[config.mk]
export PLATFORM = sky130hd
export DESIGN_NAME = game_ctrl_fsm
export DESIGN_NICKNAME = d
export VERILOG_FILES = /design/src/rtl/game_pkg.sv /design/src/rtl/obj_priority_mux.sv /design/src/rtl/game_ctrl_fsm.sv
export SDC_FILE = /design/constraint.sdc
export NUM_CORES = 1
export LEC_CHECK = 0
export CAP_MARGIN = 20
export CORE_MARGIN = 1
export CORE_UTILIZATION = 45
export CTS_CLUSTER_DIAMETER = 200
export DETAILED_ROUTE_END_ITERATION = 8
export PLACE_DENSITY = 0.75
export REMOVE_ABC_BUFFERS = 1
export SLEW_MARGIN = 40
export SYNTH_ARGS = -nofsm -noshare
export SYNTH_HDL_FRONTEND = slang
export SYNTH_SLANG_ARGS = --single-unit
[constraint.sdc]
create_clock -name clk -period 3.83 [get_ports clk]
set_clock_uncertainty 0.2 [all_clocks]
set_input_delay 0.383 -clock clk [delete_from_list [all_inputs] [get_ports clk]]
set_output_delay 0.383 -clock clk [all_outputs]
set_load 0.05 [all_outputs]
[src/rtl/game_pkg.sv]
// Shared constants and state encoding for the frog game-flow controller.
package game_pkg;

    localparam int WATERFALL = 0;
    localparam int FRENCH    = 1;
    localparam int LOG       = 2;
    localparam int FROG      = 3;
    localparam int ENDBANK   = 4;

    localparam logic [9:0] WIN_FREQ  = 10'd1;
    localparam logic [9:0] LOSE_FREQ = 10'd0;

    typedef enum logic [2:0] {
        ST_IDLE,
        ST_PLAY,
        ST_WIN,
        ST_LOSE,
        ST_BUZ,
        ST_GAMEOVER
    } game_state_e;

endpackage

[src/rtl/obj_priority_mux.sv]
// Per-pixel layer priority encoder: 0 = background, else index of the
// lowest-numbered active layer plus one.
module obj_priority_mux #(
    parameter int NUM_OBJ = 6
) (
    input  logic [NUM_OBJ-1:0] draw_req,
    output logic [7:0]         select_mux
);

    always_comb begin
        select_mux = 8'd0;
        for (int i = NUM_OBJ - 1; i >= 0; i--) begin
            if (draw_req[i]) select_mux = 8'(i + 1);
        end
    end

endmodule

[src/rtl/game_ctrl_fsm.sv]
// Game-flow controller: layer priority, per-frame collision verdict, level/lives
// tracking and buzzer timing. Optional lives/game-over feature: GAME_LIVES_EN.
module game_ctrl_fsm #(
    parameter int                   NUM_OBJ        = 6,
    parameter int                   FROG_IDX       = game_pkg::FROG,
    parameter logic [NUM_OBJ-1:0]   HAZARD_MASK    = 6'b000101,
    parameter logic [NUM_OBJ-1:0]   GOAL_MASK      = 6'b010000,
    parameter int                   LOG_NUM        = 30,
    parameter int                   LOGS_PER_LEVEL = 3,
    parameter int                   MAX_LEVEL      = 10,
    parameter int                   LIVES          = 3,
    parameter int                   BUZ_CYCLES     = 50_000_000,
    parameter logic [9:0]           WIN_FREQ       = game_pkg::WIN_FREQ,
    parameter logic [9:0]           LOSE_FREQ      = game_pkg::LOSE_FREQ,
    localparam int                  LVL_W          = $clog2(MAX_LEVEL + 1),
    localparam int                  LIVES_W        = $clog2(LIVES + 1)
) (
    input  logic                clk,
    input  logic                resetN,
    input  logic                start,
    input  logic                frame_end,
    input  logic [NUM_OBJ-1:0]  draw_req,
    output logic [7:0]          select_mux,
    output logic                win,
    output logic                lose,
    output logic                game_over,
    output logic [LVL_W-1:0]    level_out,
    output logic [LIVES_W-1:0]  lives_out,
    output logic [LOG_NUM-1:0]  log_enable_out,
    output logic [9:0]          sound_freq_out,
    output logic                enable_sound
);

    import game_pkg::*;

    localparam int CNT_W = (BUZ_CYCLES > 1) ? $clog2(BUZ_CYCLES) : 1;

    game_state_e        state_q, state_d;
    logic [LVL_W-1:0]   level_q, level_d;
    logic [9:0]         sound_q, sound_d;
    logic [CNT_W-1:0]   cnt_q, cnt_d;
    logic               hit_haz_q, hit_haz_d;
    logic               hit_goal_q, hit_goal_d;
    logic               haz_now, goal_now;
`ifdef GAME_LIVES_EN
    logic [LIVES_W-1:0] lives_q, lives_d;
`endif

    obj_priority_mux #(.NUM_OBJ(NUM_OBJ)) u_prio (
        .draw_req   (draw_req),
        .select_mux (select_mux)
    );

    assign haz_now  = draw_req[FROG_IDX] & (|(draw_req & HAZARD_MASK));
    assign goal_now = draw_req[FROG_IDX] & (|(draw_req & GOAL_MASK));

    always_comb begin
        state_d    = state_q;
        level_d    = level_q;
        sound_d    = sound_q;
        cnt_d      = cnt_q;
        hit_haz_d  = 1'b0;
        hit_goal_d = 1'b0;
`ifdef GAME_LIVES_EN
        lives_d    = lives_q;
`endif
        case (state_q)
            ST_IDLE: if (start) state_d = ST_PLAY;
            ST_PLAY: begin
                hit_haz_d  = hit_haz_q | haz_now;
                hit_goal_d = hit_goal_q | goal_now;
                // Verdict includes this cycle's pixel; hazard wins over goal.
                if (frame_end) begin
                    hit_haz_d  = 1'b0;
                    hit_goal_d = 1'b0;
                    if (hit_haz_q | haz_now)        state_d = ST_LOSE;
                    else if (hit_goal_q | goal_now) state_d = ST_WIN;
                end
            end
            ST_WIN: begin
                if (level_q < LVL_W'(MAX_LEVEL)) level_d = level_q + LVL_W'(1);
                sound_d = WIN_FREQ;
                cnt_d   = CNT_W'(BUZ_CYCLES - 1);
                state_d = ST_BUZ;
            end
            ST_LOSE: begin
                sound_d = LOSE_FREQ;
                cnt_d   = CNT_W'(BUZ_CYCLES - 1);
`ifdef GAME_LIVES_EN
                if (lives_q != '0) lives_d = lives_q - LIVES_W'(1);
`else
                if (level_q > LVL_W'(1)) level_d = level_q - LVL_W'(1);
`endif
                state_d = ST_BUZ;
            end
            ST_BUZ: begin
                if (cnt_q == '0) begin
`ifdef GAME_LIVES_EN
                    state_d = (lives_q == '0) ? ST_GAMEOVER : ST_PLAY;
`else
                    state_d = ST_PLAY;
`endif
                end else begin
                    cnt_d = cnt_q - CNT_W'(1);
                end
            end
            ST_GAMEOVER: begin
                if (start) begin
                    level_d = LVL_W'(1);
`ifdef GAME_LIVES_EN
                    lives_d = LIVES_W'(LIVES);
`endif
                    state_d = ST_PLAY;
                end
            end
            default: state_d = ST_IDLE;
        endcase
    end

    always_ff @(posedge clk) begin
        if (resetN) begin
            state_q    <= ST_IDLE;
            level_q    <= LVL_W'(1);
            sound_q    <= '0;
            cnt_q      <= '0;
            hit_haz_q  <= 1'b0;
            hit_goal_q <= 1'b0;
`ifdef GAME_LIVES_EN
            lives_q    <= LIVES_W'(LIVES);
`endif
        end else begin
            state_q    <= state_d;
            level_q    <= level_d;
            sound_q    <= sound_d;
            cnt_q      <= cnt_d;
            hit_haz_q  <= hit_haz_d;
            hit_goal_q <= hit_goal_d;
`ifdef GAME_LIVES_EN
            lives_q    <= lives_d;
`endif
        end
    end

    // Thermometer of enabled logs, saturating at the full mask width.
    always_comb begin
        int n;
        n = 32'(level_q) * LOGS_PER_LEVEL;
        if (n > LOG_NUM) n = LOG_NUM;
        log_enable_out = '0;
        for (int i = 0; i < LOG_NUM; i++) log_enable_out[i] = (i < n);
    end

    assign win            = (state_q == ST_WIN);
    assign lose           = (state_q == ST_LOSE);
    assign enable_sound   = (state_q == ST_BUZ);
    assign level_out      = level_q;
    assign sound_freq_out = sound_q;
`ifdef GAME_LIVES_EN
    assign lives_out      = lives_q;
    assign game_over      = (state_q == ST_GAMEOVER);
`else
    assign lives_out      = LIVES_W'(LIVES);
    assign game_over      = 1'b0;
`endif

endmodule

==> flow_metrics.py <==
metrics = {
    "run_status": {
        "status": "finished clean",
    },
    "final_layout": {
        "fin_nets": 402,
        "ff_latch_area_um2": 721,
        "post-route-util_pct": 57.9,
        "instances_no_fill": 451,
        "layout-drive-gt1-share_pct": 8.44,
        "multi_input_area_um2": 1650,
        "areaGrowthSynthToFinish_pct": 24.7,
        "antennaDiodeCount": 0,
        "fillCellCount": 520,
    },
    "routing": {
        "ant_nets": 0,
        "dr.pass1.iters": 4,
        "drt_wl_total_um": 6170,
        "viasPerCell": 5.58,
        "num_vias": 2518,
        "drt_iter0_drc": 111,
        "wire_per_inst_um": 13.7,
        "drc": 0,
    },
    "power": {
        "power_leakage_nw": 1.53,
        "ir_drop_v": 0.000270,
        "power.total_mw": 1.11,
        "cellPowerDensity_nw_per_um2": 348,
    },
    "job": {
        "drv_cap": 0,
    },
    "clock_network": {
        "h-tree-depth": 2,
        "hold_buffers": 0,
        "clkTransAtPathRegs_ps": 70,
        "clock_path_buffers": 2,
        "cts_root_buffer": "clkbuf_8",
        "cts_sinks": 36,
        "clk_latency_ps": 290,
        "numCtsBuffers": 5,
        "cts_tree": "built",
    },
    "yosys": {
        "synth_cell_types": 51,
        "yosysWarnings": 0,
        "avgSynthCellArea_um2": 7.63,
        "seq_area_frac_synth_pct": 28.2,
        "synthCells": 335,
        "ys_seq_elements": 36,
        "synth-async-reset-ratio_pct": 0,
        "syn_area_um2": 2560,
        "synth-main-ff-cell": "dfxtp_1",
        "synth_enable_flop_cells": 0,
    },
    "timing": {
        "slew_headroom_pct": 60.2,
        "finalCriticalPeriod_ps": 3650,
        "fin_ws_ps": 178,
        "finalSetupViolations": 0,
        "fmax_mhz": 274,
        "hold_viol": 0,
        "tightest_slew_ps": 591,
        "slew_viol_final": 0,
        "period_share_pct": 95.4,
        "fin_hold_ws_ps": 280,
        "rsz0062_at_grt": "false",
    },
    "worst_setup_path": {
        "r2r_end": "cnt_q[14]",
        "critPathKind": "reg2out",
        "r2r_cells": 7,
        "startpoint": "level_out[2]",
        "worstSetupStartpointType": "flip-flop",
        "cp-end-kind": "output pin",
        "r2r_slack_ps": 1040,
        "crit_required_ps": 3250,
        "r2r_start": "cnt_q[0]",
        "worstPathArrival_ps": 3070,
        "crit_fanout": 11,
        "critical_path.endpoint": "log_enable_out[3]",
    },
    "floorplanning": {
        "fp.dieW_um": 77.4,
        "die_h_um": 77.4,
        "pin_count": 68,
        "core_area_um2": 5510,
        "start_util_pct": 46.4,
        "die_area_um2": 5990,
        "rows": 27,
    },
    "min_path": {
        "hold_class": "reg2reg",
    },
    "place": {
        "port-buffer-count": 50,
        "place_inst": 444,
        "place_ws_ps": 317,
        "hpwl_um": 4310,
        "gp_congestion": 0.854,
    },
    "global_route": {
        "grt_pass1_vias": 2320,
        "antenna_found_initial": 0,
        "grt_max_degree": 21,
        "gr-total-overflow": 0,
        "track_usage_pct": 21.0,
        "grt_pass1_wl_um": 10400,
    },
}
[registers in the layout (all words and copies together), names as in the netlist]
name            cells
level_out           4
state_q             3
cnt_q              26
sound_freq_out      1
hit_goal_q          1
hit_haz_q           1
[layer usage]
metal,part of all wire [%],GRT usage (%)
met5,0,0
met4,0.58,6.42
met3,5.1,4.59
met2,46,34.5
met1,49,27.3
[metrics by stage]
step           TNS [ps]  cell area, um^2
3_5_place_dp          0             3060
4_1_cts               0             3130
5_1_grt               0             3190
3_3_place_gp          0             3060
6_report              0             3190
2_1_floorplan      -173             2410
[cell families (layout without fill, tap and decap cells)]
group | count (synthesis) | after routing | synth area share, %
xor gates and xnor gates | 15 | 15 | 5.14
other | 2 | 17 | 0.294
muxes | 4 | 4 | 1.66
AOI/OAI and AO/OA | 96 | 96 | 23.0
buffers and inverters | 50 | 79 | 10.1
adders and majority gates | 13 | 13 | 6.65
DFF | 36 | 36 | 28.2
and+or+nand+nor | 119 | 119 | 25.0
[critical path, cell delays in order, from the launching register on]
cell and delay [ps]:
dfxtp_1 490, inv_1 200, ha_1 310, a21o_1 170, a21oi_1 240, xnor2_2 180, and3_2 300, nand2_1 90
clkdlybuf4s50_1 790
[timing repair]
item | 4_1_cts | 5_1_grt
setup buffers | 0 | 0
endpoints found under the setup margin | 0 | 23
gates resized for setup | 0 | 16
[power breakdown]
| group | internal (mW) | total, mW | leakage (nW) | switching [mW] |
|---|---|---|---|---|
| clock | 0.124 | 0.258 | 0.0410 | 0.134 |
| combinational | 0.141 | 0.441 | 1.19 | 0.300 |
| sequential | 0.391 | 0.411 | 0.292 | 0.0193 |
| total | 0.656 | 1.11 | 1.53 | 0.453 |
[cells in the mapped netlist, drive strengths merged, types with 4 or more instances]
library cell	n	area share [%]
o31ai	6	1.8
a31oi	10	2.4
nand2b	4	0.98
a211oi	6	1.8
nor4	6	1.7
a311oi	4	1.4
or4	6	2.1
nor2	30	4.4
inv	14	2.1
nand3	4	0.78
o21a	4	1.2
xor2	9	3.1
nor3	12	2.5
nand4	4	0.98
o21ai	26	5.1
xnor2	6	2.1
and2	4	0.98
nand2	27	4.0
dfxtp	36	28
or3	7	2.0
a21oi	27	5.3
o211ai	5	1.5
buf	21	5.9
clkbuf	15	2.2
ha	12	5.9
[how the worst min path moves through the flow]
stage              from  slack, ps  cells past startpoint       end
3_5_place_dp   cnt_q[7]        270                      2  cnt_q[7]
2_1_floorplan  cnt_q[7]        250                      2  cnt_q[7]
5_1_grt        cnt_q[7]        290                      2  cnt_q[7]
6_report       cnt_q[7]        280                      2  cnt_q[7]
3_3_place_gp   cnt_q[7]        270                      2  cnt_q[7]
4_1_cts        cnt_q[7]        280                      2  cnt_q[7]
[final cells by class]
type,count,area share [%]
multi-input cells,264,51.9
flip-flops and latches,36,22.6
repair buffers,58,18.6
well taps,72,2.83
clock buffers,6,2.28
inverters,14,1.65
clock inverters,1,0.157
[cell usage in the layout (no fill, tap or decap), drive strengths merged, types with 7 or more instances in the layout]
cell	instances
dfxtp	36
nor2	30
clkdlybuf4s50	35
a21oi	27
nor3	12
nand2	27
ha	12
o21ai	26
or3	7
dlymetal6s2s	14
xor2	9
inv	14
buf	9
conb	17
a31oi	10
No activity file was read; power rests on OpenSTA's default activity.
